File: src/rtl/gate_share_pkg.sv
// gate_share_pkg: shared state encoding and ID-width helper for the gate-sharing arbiter
package gate_share_pkg;
  localparam logic ST_IDLE = 1'b0;
  localparam logic ST_RESP = 1'b1;
  function automatic int id_w(input int n);
    return $clog2(n);
  endfunction
endpackage

File: src/rtl/gate_share_arb_if.sv
// gate_share_arb_if: requester bundle and response channel between requesters and the arbiter
interface gate_share_arb_if import gate_share_pkg::*; #(
  parameter int N_REQ = 4,
  parameter int ID_W  = id_w(N_REQ)
) ();
  logic [N_REQ-1:0] req_valid_i;
  logic [N_REQ-1:0] req_a_i;
  logic [N_REQ-1:0] req_b_i;
  logic [N_REQ-1:0] req_d_i;
  logic [N_REQ-1:0] req_ready_o;
  logic             rsp_valid_o;
  logic [ID_W-1:0]  rsp_id_o;
  logic             rsp_e_o;
  logic             rsp_ready_i;
  modport slave (
    input  req_valid_i, req_a_i, req_b_i, req_d_i, rsp_ready_i,
    output req_ready_o, rsp_valid_o, rsp_id_o, rsp_e_o
  );
  modport master (
    output req_valid_i, req_a_i, req_b_i, req_d_i, rsp_ready_i,
    input  req_ready_o, rsp_valid_o, rsp_id_o, rsp_e_o
  );
endinterface

File: src/rtl/gate_share_arb_pick.sv
// rr_pick: combinational round-robin picker, first set request at or above ptr with wrap
module rr_pick import gate_share_pkg::*; #(
  parameter int N_REQ = 4,
  parameter int ID_W  = id_w(N_REQ)
) (
  input  logic [N_REQ-1:0] i_req,
  input  logic [ID_W-1:0]  i_ptr,
  input  logic             i_en,
  output logic [N_REQ-1:0] o_gnt,
  output logic [ID_W-1:0]  o_idx,
  output logic             o_any
);
  logic w_hit;
  // scan offsets from farthest to nearest so the nearest set bit wins
  always_comb begin
    w_hit = 1'b0;
    o_idx = '0;
    for (int k = N_REQ - 1; k >= 0; k--) begin
      if (i_req[(int'(i_ptr) + k) % N_REQ]) begin
        w_hit = 1'b1;
        o_idx = ID_W'((int'(i_ptr) + k) % N_REQ);
      end
    end
    o_any = i_en && w_hit;
    o_gnt = o_any ? (N_REQ'(1) << o_idx) : '0;
  end
endmodule

File: src/rtl/wire_not_use.sv
// wire_not_use: shared combinational gate unit, E = (A AND B) OR D
module wire_not_use (
  input  logic i_a,
  input  logic i_b,
  input  logic i_d,
  output logic o_e
);
  assign o_e = (i_a & i_b) | i_d;
endmodule

File: src/rtl/gate_share_arb.sv
// gate_share_arb: round-robin sharing of one wire_not_use unit with a registered response channel
module gate_share_arb import gate_share_pkg::*; #(
  parameter int N_REQ = 4
) (
  input  logic             clk_i,
  input  logic             rst_i,
  gate_share_arb_if.slave  bus
);
  localparam int ID_W = id_w(N_REQ);
  logic             r_state;
  logic             w_state_nxt;
  logic [ID_W-1:0]  r_ptr;
  logic [ID_W-1:0]  r_id;
  logic             r_e;
  logic [ID_W-1:0]  w_idx;
  logic [ID_W-1:0]  w_ptr_nxt;
  logic [N_REQ-1:0] w_gnt;
  logic             w_en;
  logic             w_any;
  logic             w_e;
  assign w_en      = !rst_i && (r_state == ST_IDLE || bus.rsp_ready_i);
  assign w_ptr_nxt = (w_idx == ID_W'(N_REQ - 1)) ? '0 : w_idx + 1'b1;
  rr_pick #(.N_REQ(N_REQ), .ID_W(ID_W)) u_pick (
    .i_req (bus.req_valid_i),
    .i_ptr (r_ptr),
    .i_en  (w_en),
    .o_gnt (w_gnt),
    .o_idx (w_idx),
    .o_any (w_any)
  );
  wire_not_use u_gate (
    .i_a (bus.req_a_i[w_idx]),
    .i_b (bus.req_b_i[w_idx]),
    .i_d (bus.req_d_i[w_idx]),
    .o_e (w_e)
  );
  // state register
  always_ff @(posedge clk_i) begin
    if (rst_i) r_state <= ST_IDLE;
    else       r_state <= w_state_nxt;
  end
  // a grant always lands in RESP; a retired response with no new grant returns to IDLE
  always_comb begin
    w_state_nxt = w_any ? ST_RESP : (r_state == ST_RESP && bus.rsp_ready_i) ? ST_IDLE : r_state;
  end
  // capture result, id and advance the pointer only on a grant
  always_ff @(posedge clk_i) begin
    if (rst_i) begin
      r_ptr <= '0;
      r_id  <= '0;
      r_e   <= 1'b0;
    end else if (w_any) begin
      r_ptr <= w_ptr_nxt;
      r_id  <= w_idx;
      r_e   <= w_e;
    end
  end
  // drive the handshake outputs
  always_comb begin
    bus.req_ready_o = w_gnt;
    bus.rsp_valid_o = (r_state == ST_RESP);
    bus.rsp_id_o    = r_id;
    bus.rsp_e_o     = r_e;
  end
endmodule
File: src/flat_wrapper.sv
// flat-port wrapper written by rule: the top's interface ports become plain ports
module gate_share_arb_flat import gate_share_pkg::*;
#(
  parameter int N_REQ = 4
)
  (clk_i, rst_i, bus_req_valid_i, bus_req_a_i, bus_req_b_i, bus_req_d_i, bus_rsp_ready_i, bus_req_ready_o, bus_rsp_valid_o, bus_rsp_id_o, bus_rsp_e_o);
  gate_share_arb_if #(.N_REQ(N_REQ)) bus_i ();
  input  logic clk_i;
  input  logic rst_i;
  input wire logic [$bits(bus_i.req_valid_i)-1:0] bus_req_valid_i;
  input wire logic [$bits(bus_i.req_a_i)-1:0] bus_req_a_i;
  input wire logic [$bits(bus_i.req_b_i)-1:0] bus_req_b_i;
  input wire logic [$bits(bus_i.req_d_i)-1:0] bus_req_d_i;
  input wire logic [$bits(bus_i.rsp_ready_i)-1:0] bus_rsp_ready_i;
  output wire logic [$bits(bus_i.req_ready_o)-1:0] bus_req_ready_o;
  output wire logic [$bits(bus_i.rsp_valid_o)-1:0] bus_rsp_valid_o;
  output wire logic [$bits(bus_i.rsp_id_o)-1:0] bus_rsp_id_o;
  output wire logic [$bits(bus_i.rsp_e_o)-1:0] bus_rsp_e_o;
  assign bus_i.req_valid_i = bus_req_valid_i;
  assign bus_i.req_a_i = bus_req_a_i;
  assign bus_i.req_b_i = bus_req_b_i;
  assign bus_i.req_d_i = bus_req_d_i;
  assign bus_i.rsp_ready_i = bus_rsp_ready_i;
  assign bus_req_ready_o = bus_i.req_ready_o;
  assign bus_rsp_valid_o = bus_i.rsp_valid_o;
  assign bus_rsp_id_o = bus_i.rsp_id_o;
  assign bus_rsp_e_o = bus_i.rsp_e_o;
  gate_share_arb #(.N_REQ(N_REQ)) u_core (.clk_i(clk_i), .rst_i(rst_i), .bus(bus_i));
endmodule
File: config.mk
export PLATFORM = sky130hd
export DESIGN_NAME = gate_share_arb_flat
export DESIGN_NICKNAME = d
export VERILOG_FILES = /design/src/rtl/gate_share_pkg.sv /design/src/rtl/gate_share_arb_if.sv /design/src/rtl/gate_share_arb_pick.sv /design/src/rtl/wire_not_use.sv /design/src/rtl/gate_share_arb.sv /design/src/flat_wrapper.sv
export SDC_FILE = /design/constraint.sdc
export NUM_CORES = 1
export LEC_CHECK = 0
export CAP_MARGIN = 5
export CORE_UTILIZATION = 35
export DETAILED_ROUTE_END_ITERATION = 10
export PLACE_DENSITY = 0.76
export REMOVE_ABC_BUFFERS = 1
export SYNTH_ARGS = -nofsm -noshare
export SYNTH_HDL_FRONTEND = slang
export SYNTH_SLANG_ARGS = --single-unit
File: constraint.sdc
create_clock -name clk_i -period 2.24 [get_ports clk_i]
set_input_delay 0.448 -clock clk_i [delete_from_list [all_inputs] [get_ports clk_i]]
set_output_delay 0.448 -clock clk_i [all_outputs]
set_load 0.01 [all_outputs]
== Yosys cells after proc, flatten, opt, wreduce, memory -nomap -nowiden ==
Index checks and enable logic that the tools add are counted.
Cells by class
  add/sub/neg operators: 4
  order comparisons: 5
  eq/ne operators: 1
  shift operators: 1
  mux-type cells: 29
  bitwise gates (word level): 6
  reductions and logical operators: 9
Operators with widths (count)
  1-bit 2-to-1 mux: 16
  1-bit binary-select mux with 2-bit select: 7
  3-bit by 4-bit < comparator with 1-bit output (second input constant): 3
  2-bit 2-to-1 mux: 5
  2-bit by 3-bit < comparator with 1-bit output (second input constant): 2
  2-bit OR reduction: 3
  2-bit by 1-bit adder with 2-bit output (second input constant): 2
  2-bit adder (second input constant): 2
  4-bit 2-to-1 mux: 1
  1-bit by 2-bit << shifter with 4-bit output (first input constant): 1
  1-bit AND (first input constant): 3
  1-bit logical AND: 3
  2-bit == test (second input constant): 1
  2-bit nonzero test: 1
  1-bit AND: 1
  1-bit zero test: 1
  1-bit logical OR: 1
  1-bit inverter: 1
  1-bit bitwise OR: 1
Word-level totals
  bits in registers: 6
  input bits: 19
  output and inout bits: 8
  logic and storage cells: 59

== Longest topological paths before layout ==
Gate-level depths: netlist of the first run.
  depth after elaboration: 14
  mapped depth: 9
  gate-level depth less buffers: 8

== Modules after synthesis ==
Synthesis of the first run repeated with hierarchy kept, for this count alone.
Second synthesis, totals
  cells, all modules: 45
  area, all modules: 462.9 µm²
Modules (own cells, without submodules)
  gate_share_arb: instances 1, cells an instance 26, area each 310.3 µm², sequential area each 120.1 µm²
  rr_pick: instances 1, cells an instance 18, area each 145.1 µm², sequential area each 0.0 µm²
  wire_not_use: instances 1, cells an instance 1, area each 7.5 µm², sequential area each 0.0 µm²

== Worst setup path before layout of the first run ==
No wires, ideal clock.
  path kind: input-to-output
  start point: input port bus_req_valid_i[2]
  end point: output port bus_req_ready_o[3]
  arrival time: 1.483 ns
  required time: 1.792 ns
  slack: 0.309 ns
  stages on the path: 6
  path buffers: 0
  cells stage by stage: nor2b_1 > a21o_2 > a211o_1 > inv_1 > ha_1 > and2_1
Between the ends
  longest elaborated chain between the ends: 9
  elaborated cells between the ends (all ways): 22
  classes of those cells: shift (1); mux (20); reduce/logical (1)
RTL lines
  from (decl): line flat_wrapper.sv:10  | input wire logic [$bits(bus_i.req_valid_i)-1:0] bus_req_valid_i;
  1-bit binary-select mux with 2-bit select: line gate_share_arb_pick.sv:19  | if (i_req[(int'(i_ptr) + k) % N_REQ]) begin
  1-bit 2-to-1 mux (not written as such) (2 in series): line gate_share_arb_pick.sv:19
  2-bit 2-to-1 mux (3 in series): line gate_share_arb_pick.sv:19
  2-bit 2-to-1 mux (*): line gate_share_arb_pick.sv:19
  named net u_core.u_pick.o_idx[0]: line gate_share_arb_pick.sv:10  | output logic [ID_W-1:0] o_idx,
  1-bit by 2-bit << shifter with 4-bit output (*): line gate_share_arb_pick.sv:25  | o_gnt = o_any ? (N_REQ'(1) << o_idx) : '0;
  4-bit 2-to-1 mux (*): line gate_share_arb_pick.sv:25
  to (decl): line flat_wrapper.sv:15  | output wire logic [$bits(bus_i.req_ready_o)-1:0] bus_req_ready_o;
Mark *: on every way through the listed nets, which the timed path passes. The rest lies on a longest branch. The select of a mux whose other input is x is not followed.

== Worst setup path in the final report of the first run ==
  start point: input port bus_req_valid_i[2]
  end point: output port bus_req_ready_o[1]
Same word-level chain as after synthesis.

==> results of run 1 <==
[cells in the final DEF, fill, tap and decap left out]
cell	n
nand2_1	4
ha_4	1
inv_1	1
nand3b_1	2
inv_4	1
or3_1	1
dfxtp_1	5
nor2b_1	2
a21o_1	1
nor2_1	4
buf_4	11
or2b_1	1
o2111ai_1	1
and2_1	4
o211ai_2	1
mux2_4	1
nor2b_4	1
a21oi_1	6
buf_6	2
buf_2	5
a22oi_1	1
clkbuf_4	3
clkbuf_2	3
nand2b_1	2
ha_1	3
dfxtp_2	1
clkdlybuf4s50_1	18
nor3_1	1
inv_2	2
a21o_2	1
a311oi_2	1
nor4_2	1
or2_4	1
a211o_1	1
o21ai_0	3
[stage by stage]
stage	total power (uW)	setup TNS, ns	hold WS [ns]	area [um^2]
after floorplan	240	0	0.474	440
after global placement	353	-2.72	0.452	778
after detailed placement	357	-2.78	0.468	778
after CTS	507	0	0.479	855
after global routing	546	-0.000795	0.525	845
final	510	0	0.474	845
[tightest hold or removal path: cells and delay by family (launching register included)]
kind            cells  cell delay (ns)
compound gates      1             0.06
flops               1             0.31
simple gates        1             0.05
[metal layers]
metal  wire length (um)  vias to the layer above  global-route usage [%]
met5                  0                        -                       0
met4                  7                        0                    8.04
met3                 92                        2                    3.49
met2                650                       23                    39.4
met1                521                      230                    22.9
li1                   -                      276                       -
[where the power goes]
group | switching (uW) | leakage [uW] | internal (uW)
Combinational | 114 | 0.000330 | 160
Sequential | 11.7 | 0.0000502 | 127
Clock | 37.1 | 0.0000138 | 60.5
[what timing repair did]
item / 4_1_cts / 5_1_grt
buffers inserted: 5 / 0
endpoints found under the setup margin: 4 / 4
pin swaps: 4 / 1
gates resized for setup: 37 / 6
[worst paths after layout]
kind,endpoint,startpoint,slack [ns]
max reg2reg,u_core.bus.rsp_e_o$_SDFFE_PP0P_,u_core.r_ptr[0]$_SDFFE_PP0P_,0.54
max,bus_req_ready_o[1],bus_req_valid_i[2],0.05
min,u_core.bus.rsp_id_o[0]$_SDFFE_PP0P_,u_core.bus.rsp_id_o[0]$_SDFFE_PP0P_,0.47
min reg2reg,u_core.bus.rsp_id_o[0]$_SDFFE_PP0P_,u_core.bus.rsp_id_o[0]$_SDFFE_PP0P_,0.47
[sequential cells by signal (all words and copies together), names as in the netlist]
register and count:
u_core.bus.rsp_id_o 2, u_core.r_ptr 2, u_core.bus.rsp_e_o 1, u_core.bus.rsp_valid_o 1
[layout make-up]
type	instances	area share [%]
Multi-Input combinational cell	45	40.3
Tap cell	14	2.07
Clock buffer	3	2.67
Sequential cell	6	14.4
Inverter	4	2.07
Timing Repair Buffer	39	38.5
[cells by family after synthesis]
logic type	share of synthesized area, %
and+or+nand+nor	29.1
adders and majority gates	11.0
AOI/OAI and AO/OA	23.6
muxes	3.30
buffers and inverters	6.59
DFF	26.4
==> results.py, run 1 <==
metrics = {
    "status": {
        "outcome": "finished clean",
    },
    "critical_path": {
        "cp.arrival_ns": 1.74,
        "cp.required_ns": 1.79,
        "slowest_stage": "a211o_1",
        "cp-end-kind": "output pin",
        "ff2ff_path_depth": 8,
        "crit_chain": "buf_2 > nor2b_4 > a21o_2 > a211o_1 > buf_6 > inv_4 > ha_1 > and2_1 > buf_2",
        "path_max_fanout": 4,
        "path_delay_family": "compound AO/OA/AOI/OAI gates",
        "crit_cells": 9,
        "path_common_cell": "buf_2",
        "cp_num_buf_inv": 4,
        "cpPeakStageDelay_ns": 0.28,
        "critPathKind": "in -> out",
        "startpoint_type": "input port",
    },
    "drt": {
        "drt-total-wl_um": 1270,
        "ant_nets": 0,
        "firstDrtPassIters": 2,
        "drcViolationCount": 0,
        "via_per_inst": 4.78,
        "wl_per_cell_um": 11.5,
        "drt_iter0_drc": 2,
        "vias": 531,
    },
    "clocking": {
        "clkTransAtPathRegs_ns": 0.05,
        "cts_sinks": 6,
        "cts_buffer_depth": 2,
        "cts_tree": "done",
        "htreeDepth": 1,
        "clock_latency_ns": 0.24,
        "cts_root_buffer": "clkbuf_4",
        "cts_hold_buf": 0,
        "numCtsBuffers": 3,
    },
    "timing": {
        "rsz0062_at_grt": "yes",
        "worstMarginPinSlew_ns": 0.304,
        "post-route-period-util_pct": 97.6,
        "finClkSkew_ns": 0.00528,
        "fmax_ghz": 0.458,
        "hold_violations": 0,
        "min_period_ns": 2.19,
        "setup_slack_ns": 0.0546,
        "max_slew_margin_pct": 79.6,
        "setup_viol": 0,
        "drv_slew": 0,
    },
    "cells_and_area": {
        "regArea_um2": 121,
        "drive_above_1_share_pct": 37.1,
        "syn_to_final_growth_pct": 85.4,
        "num-fill-cells": 98,
        "fin_nets": 122,
        "antennaDiodeCount": 0,
        "multi_input_area_um2": 340,
        "stdcell_count": 111,
        "fin_util_pct": 73.1,
    },
    "synth": {
        "synthCells": 57,
        "synth_top_area_cell": "dfxtp_1",
        "synth_edf_count": 0,
        "synthTopCellsByArea": "dfxtp_1 (26%), ha_1 (11%), a21oi_1 (6.6%)",
        "ys_seq_area_share_pct": 26.4,
        "synth_cell_types": 26,
        "synth_area_um2": 455,
        "synth_commonest_cells": "a21oi_1 (6), dfxtp_1 (6)",
        "ys_ff_latch": 6,
        "netlist.area_leader.share_pct": 26.4,
        "syn_avg_cell_area_um2": 7.99,
        "async_flop_share_pct": 0,
        "yosysWarnings": 0,
        "synth_top_flop_cell": "dfxtp_1",
    },
    "power": {
        "p_per_area_nw_per_um2": 604,
        "ir_drop_uv": 399,
        "p_leak_uw": 0.000394,
    },
    "placed_design": {
        "dp_cells": 103,
        "portBuffers": 26,
        "place.gp.congestion": 0.723,
        "dp_worst_setup_slack_ns": -0.742,
        "hpwl_um": 921,
    },
    "floorplan": {
        "pin_count": 27,
        "core_um2": 1160,
        "start_util_pct": 39.4,
        "die_w_um": 38.1,
        "fp-row-count": 12,
        "die_h_um": 38.1,
        "die_area_um2": 1450,
    },
    "job": {
        "cap_viol_max_count": 0,
    },
    "global_route": {
        "grt_usage_pct": 21.0,
        "grt_first_pass_wirelength_um": 2100,
        "grt_remaining_overflow": 0,
        "grt_pass1_vias": 554,
        "grt_max_degree": 9,
        "antenna_found_initial": 0,
    },
    "worst_hold_path": {
        "min_path_type": "reg -> reg",
        "hold-path-cell-count": 2,
    },
}
(Power assumes the default switching activity.)
==> run 2, diff against run 1 <==
GPL_TIMING_DRIVEN = 0   (was not set)
==> results.py, run 2 (same netlist as run 1, synthesis figures left out) <==
metrics = {
    "global_route": {
        "grt_remaining_overflow": 0,
        "grt_pass1_vias": 491,
        "grt_max_degree": 9,
        "antenna_found_initial": 0,
        "grt_usage_pct": 19.2,
        "grt_first_pass_wirelength_um": 1940,
    },
    "drt": {
        "wl_met3_um": 93,
        "firstDrtPassIters": 2,
        "drt_iter0_drc": 4,
        "drt-total-wl_um": 1250,
        "ant_nets": 0,
        "wl_met1_um": 508,
        "wl_per_cell_um": 12.1,
        "via_per_inst": 4.99,
        "drcViolationCount": 0,
        "vias": 514,
        "route.met2.wl_um": 644,
        "top_layer": "met3",
    },
    "critical_path": {
        "cp.required_ns": 1.79,
        "startpoint_type": "input port",
        "path_common_cell": "buf_6",
        "slowest_stage": "a211o_1",
        "cpPeakStageDelay_ns": 0.34,
        "path_max_fanout": 4,
        "critical_path.startpoint": "bus_req_valid_i[2]",
        "cp-end-kind": "output pin",
        "cp-endpoint": "bus_req_ready_o[0]",
        "reg2reg_from": "u_core.r_ptr[0]$_SDFFE_PP0P_",
        "critPathKind": "in -> out",
        "r2r_slack_ns": 0.67,
        "crit_chain": "buf_6 > nor2b_4 > a21o_2 > a211o_1 > buf_6 > ha_1 > and2_1 > buf_2",
        "r2r-end": "u_core.bus.rsp_e_o$_SDFFE_PP0P_",
        "cp.arrival_ns": 1.74,
        "ff2ff_path_depth": 7,
    },
    "clocking": {
        "cts_hold_buf": 0,
        "cts_root_buffer": "clkbuf_4",
        "clkTransAtPathRegs_ns": 0.04,
        "htreeDepth": 1,
        "cts_tree": "done",
        "cts_sinks": 6,
        "clock_latency_ns": 0.24,
        "numCtsBuffers": 3,
        "cts_buffer_depth": 2,
    },
    "placed_design": {
        "place.gp.congestion": 0.766,
        "dp_worst_setup_slack_ns": -0.790,
        "portBuffers": 26,
        "hpwl_um": 806,
    },
    "timing": {
        "hold_violations": 0,
        "min_period_ns": 2.19,
        "setup_slack_ns": 0.0504,
        "max_slew_margin_pct": 65.0,
        "finClkSkew_ns": 0.00683,
        "hold_ws_ns": 0.488,
        "worstMarginPinSlew_ns": 0.520,
        "post-route-period-util_pct": 97.7,
        "fmax_ghz": 0.457,
        "setup_viol": 0,
        "drv_slew": 0,
    },
    "cells_and_area": {
        "drive_above_1_share_pct": 32.6,
        "fin_util_pct": 68.3,
        "layout_commonest_cell": "clkdlybuf4s50_1",
        "antennaDiodeCount": 0,
        "fin_nets": 114,
        "most-common-layout-cells": "clkdlybuf4s50_1 (18), a21oi_1 (6)",
        "syn_to_final_growth_pct": 73.4,
    },
    "power": {
        "pwr-share-seq_pct": 30.0,
        "ir_drop_uv": 331,
        "pwr-share-comb_pct": 48.9,
        "switching_share_pct": 32.2,
        "power_frac_clock_pct": 21.0,
        "internal-power_uw": 324,
        "p_per_area_nw_per_um2": 606,
        "p_leak_uw": 0.000358,
        "power.switching_uw": 154,
    },
    "floorplan": {
        "core_um2": 1160,
        "die_h_um": 38.1,
        "start_util_pct": 39.4,
        "fp-row-count": 12,
        "die_area_um2": 1450,
        "die_w_um": 38.1,
        "pin_count": 27,
    },
    "job": {
        "cap_viol_max_count": 0,
    },
    "worst_hold_path": {
        "min_path_type": "reg -> reg",
    },
    "status": {
        "outcome": "finished clean",
    },
}
## run 2: layout make-up
cell class              count  area, um^2
fillers                   104         367
multi-input cells          45         344
repair buffers             31         268
inverters                   4        15.0
clock buffers               3        22.5
well taps                  14        17.5
flip-flops and latches      6         123
## run 2: how the worst min path moves through the flow
| stage | cells past startpoint | from | to | slack [ns] |
|---|---|---|---|---|
| 2_1_floorplan | 2 | u_core.bus.rsp_id_o[0]$_SDFFE_PP0P_ | u_core.bus.rsp_id_o[0]$_SDFFE_PP0P_ | 0.47 |
| 3_3_place_gp | 2 | u_core.bus.rsp_id_o[0]$_SDFFE_PP0P_ | u_core.bus.rsp_id_o[0]$_SDFFE_PP0P_ | 0.46 |
| 5_1_grt | 2 | u_core.r_ptr[1]$_SDFFE_PP0P_ | u_core.r_ptr[1]$_SDFFE_PP0P_ | 0.52 |
| 6_report | 2 | u_core.bus.rsp_id_o[0]$_SDFFE_PP0P_ | u_core.bus.rsp_id_o[0]$_SDFFE_PP0P_ | 0.49 |
| 4_1_cts | 2 | u_core.bus.rsp_id_o[0]$_SDFFE_PP0P_ | u_core.bus.rsp_id_o[0]$_SDFFE_PP0P_ | 0.48 |
| 3_5_place_dp | 2 | u_core.bus.rsp_id_o[0]$_SDFFE_PP0P_ | u_core.bus.rsp_id_o[0]$_SDFFE_PP0P_ | 0.48 |
## run 2: routing by layer
metal / global-route usage [%] / vias up
li1: - / 262
met3: 3.49 / 0
met4: 9.82 / 0
met1: 19.4 / 229
met5: 0 / -
met2: 36.4 / 23
## run 2: what timing repair did
item	4_1_cts	5_1_grt
pin swaps	2	3
setup endpoints to repair	4	4
resized for setup	31	13
buffers inserted	4	1
## run 2: metrics by stage
stage	setup TNS, ns	total power (uW)	instance area, um^2	std cells
after floorplan	0	240	440	55
after global placement	-2.99	329	718	95
after detailed placement	-3.11	331	718	95
after CTS	-0.0586	469	776	102
after global routing	-0.000598	511	790	103
final	0	478	790	103
## run 2: critical path, delay by kind of cell
kind | cells | cell delay (ns)
and+or+nand+nor | 2 | 0.24
adders and majority gates | 1 | 0.16
AOI/OAI and AO/OA | 2 | 0.53
buffers and inverters | 3 | 0.37
## run 2: power by group through the flow
stage / Clock (uW) / Combinational, uW / Sequential (uW)
after floorplan: 0 / 95.3 / 145
after global placement: 0 / 187 / 142
after detailed placement: 0 / 189 / 142
after CTS: 104 / 224 / 142
after global routing: 108 / 257 / 146
final: 100 / 234 / 144
==> run 3, diff against run 2 <==
CELL_PAD_IN_SITES_DETAIL_PLACEMENT = 1   (was not set)
CELL_PAD_IN_SITES_GLOBAL_PLACEMENT = 2   (was not set)
CORE_UTILIZATION = 18   (was 35)
PLACE_DENSITY = not set   (was 0.76)
PLACE_DENSITY_LB_ADDON = 0.1   (was not set)
clock period = 2.5 ns   (was 2.24 ns; I/O delays follow)
==> results.py, run 3 (same netlist as run 1, synthesis figures left out) <==
metrics = {
    "cells_and_area": {
        "drive_above_1_share_pct": 24.7,
        "layout_commonest_cell": "clkdlybuf4s50_1",
        "regArea_um2": 120,
        "syn_to_final_growth_pct": 78.3,
        "most-common-layout-cells": "clkdlybuf4s50_1 (18), a21oi_1 (6), dfxtp_1 (6)",
        "multi_input_area_um2": 339,
        "fin_nets": 114,
        "num-fill-cells": 290,
        "antennaDiodeCount": 0,
        "stdcell_count": 117,
    },
    "timing": {
        "fmax_ghz": 0.411,
        "setup_viol": 0,
        "drv_slew": 0,
        "hold_violations": 0,
        "max_slew_margin_pct": 63.1,
        "post-route-period-util_pct": 97.4,
        "finalSetupTns_ns": 0,
        "rsz0062_at_grt": "no",
        "min_period_ns": 2.43,
        "worstMarginPinSlew_ns": 0.549,
        "finClkSkew_ns": 0.00728,
    },
    "floorplan": {
        "core_um2": 2300,
        "die_area_um2": 2740,
        "fp-row-count": 17,
        "start_util_pct": 19.8,
        "die_h_um": 52.3,
        "die_w_um": 52.3,
        "pin_count": 27,
    },
    "clocking": {
        "clock_latency_ns": 0.25,
        "cts_buffer_depth": 2,
        "cts_root_buffer": "clkbuf_4",
        "htreeDepth": 1,
        "numCtsBuffers": 3,
        "cts_hold_buf": 0,
        "clkTransAtPathRegs_ns": 0.04,
        "cts_tree": "done",
        "cts_sinks": 6,
    },
    "power": {
        "pwr-share-seq_pct": 29.4,
        "p_per_area_nw_per_um2": 535,
        "p_leak_uw": 0.000359,
        "pwr-share-comb_pct": 49.3,
        "switching_share_pct": 32.8,
        "power.switching_uw": 142,
        "power_frac_clock_pct": 21.3,
        "ir_drop_uv": 216,
        "internal-power_uw": 292,
    },
    "global_route": {
        "grt_max_degree": 9,
        "grt_remaining_overflow": 0,
        "grt_pass1_vias": 505,
        "grt_first_pass_wirelength_um": 2090,
        "antenna_found_initial": 0,
        "grt_usage_pct": 11.1,
    },
    "placed_design": {
        "dp_cells": 109,
        "hpwl_um": 954,
        "portBuffers": 26,
        "place.gp.congestion": 0.636,
    },
    "job": {
        "cap_viol_max_count": 0,
    },
    "drt": {
        "drcViolationCount": 0,
        "via_per_inst": 4.42,
        "vias": 517,
        "ant_nets": 0,
        "drt_iter0_drc": 0,
        "firstDrtPassIters": 1,
        "wl_per_cell_um": 11.1,
        "drt-total-wl_um": 1300,
    },
    "critical_path": {
        "ff2ff_path_depth": 7,
        "r2r-end": "u_core.bus.rsp_e_o$_SDFFE_PP0P_",
        "critical_path.startpoint": "bus_req_valid_i[2]",
        "r2r_slack_ns": 0.83,
        "cp-endpoint": "bus_req_ready_o[2]",
        "startpoint_type": "input port",
        "reg2reg_from": "u_core.r_ptr[1]$_SDFFE_PP0P_",
        "path_max_fanout": 4,
        "cp.required_ns": 2.00,
        "critPathKind": "in -> out",
        "cp-end-kind": "output pin",
        "cp.arrival_ns": 1.93,
    },
    "status": {
        "outcome": "finished clean",
    },
    "worst_hold_path": {
        "hold-path-cell-count": 2,
        "min_path_type": "reg -> reg",
    },
}
==> run 3: changes by cell type in the layout (fill, tap and decap cells not counted), moves of 2 or more <==
cell,before,now
dlygate4sd2_1,0,2
ha_2,2,0
dfxtp_1,4,6
clkbuf_2,3,1
dfxtp_2,2,0
==> run 3: power groups by stage <==
stage / Combinational, uW / Sequential (uW) / Clock, uW
floorplan: 85.4 / 130 / 0
global placement: 174 / 128 / 0
detailed placement: 175 / 128 / 0
CTS: 203 / 127 / 95.9
global route: 242 / 131 / 105
finish: 214 / 127 / 92.6
==> run 3: worst min-delay path by stage <==
stage / startpoint / to / slack, ns
3_5_place_dp: u_core.bus.rsp_id_o[0]$_SDFFE_PP0P_ / u_core.bus.rsp_id_o[0]$_SDFFE_PP0P_ / 0.46
4_1_cts: u_core.bus.rsp_id_o[0]$_SDFFE_PP0P_ / u_core.bus.rsp_id_o[0]$_SDFFE_PP0P_ / 0.47
5_1_grt: u_core.bus.rsp_id_o[0]$_SDFFE_PP0P_ / u_core.bus.rsp_id_o[0]$_SDFFE_PP0P_ / 0.49
6_report: u_core.bus.rsp_id_o[0]$_SDFFE_PP0P_ / u_core.bus.rsp_id_o[0]$_SDFFE_PP0P_ / 0.46
3_3_place_gp: u_core.bus.rsp_id_o[0]$_SDFFE_PP0P_ / u_core.bus.rsp_id_o[0]$_SDFFE_PP0P_ / 0.45
2_1_floorplan: u_core.bus.rsp_id_o[0]$_SDFFE_PP0P_ / u_core.bus.rsp_id_o[0]$_SDFFE_PP0P_ / 0.47
==> run 3: repair_timing <==
item                       CTS  global route
resized for setup           24             7
setup buffers                4             1
setup endpoints to repair    4             2
hold endpoints to repair     0             0
pin swaps                    3             3
==> run 3: worst max-delay path, stage by stage <==
cell	delay, ns
clkdlybuf4s15_2	0.21
nor2b_4	0.14
a21o_2	0.18
a211o_1	0.34
buf_6	0.14
ha_1	0.16
and2_1	0.12
buf_2	0.13
==> run 3: stage by stage <==
| stage | cell area (um^2) | total power, uW | worst slack, ns | utilization [%] | hold slack (ns) |
|---|---|---|---|---|---|
| 3_5_place_dp | 736 | 303 | -0.702 | 32.0 | 0.456 |
| 3_3_place_gp | 736 | 301 | -0.703 | 32.0 | 0.452 |
| 5_1_grt | 812 | 478 | 0.00765 | 35.3 | 0.495 |
| 6_report | 812 | 434 | 0.0662 | 35.3 | 0.460 |
| 4_1_cts | 796 | 426 | 0.00984 | 34.6 | 0.469 |
| 2_1_floorplan | 440 | 215 | 0.462 | - | 0.474 |
==> run 3: layer usage <==
layer	GRT usage (%)	up-vias	wire length (um)
met5	0	-	0
met4	6.58	0	10
met3	4.64	2	102
met2	17.1	23	591
met1	12.6	232	593
li1	-	260	-
==> run 3: layout make-up <==
| class | count | area share, % |
|---|---|---|
| Multi-Input combinational cell | 45 | 41.8 |
| Timing Repair Buffer | 31 | 34.5 |
| Sequential cell | 6 | 14.8 |
| Tap cell | 28 | 4.31 |
| Clock buffer | 3 | 2.77 |
| Inverter | 4 | 1.85 |
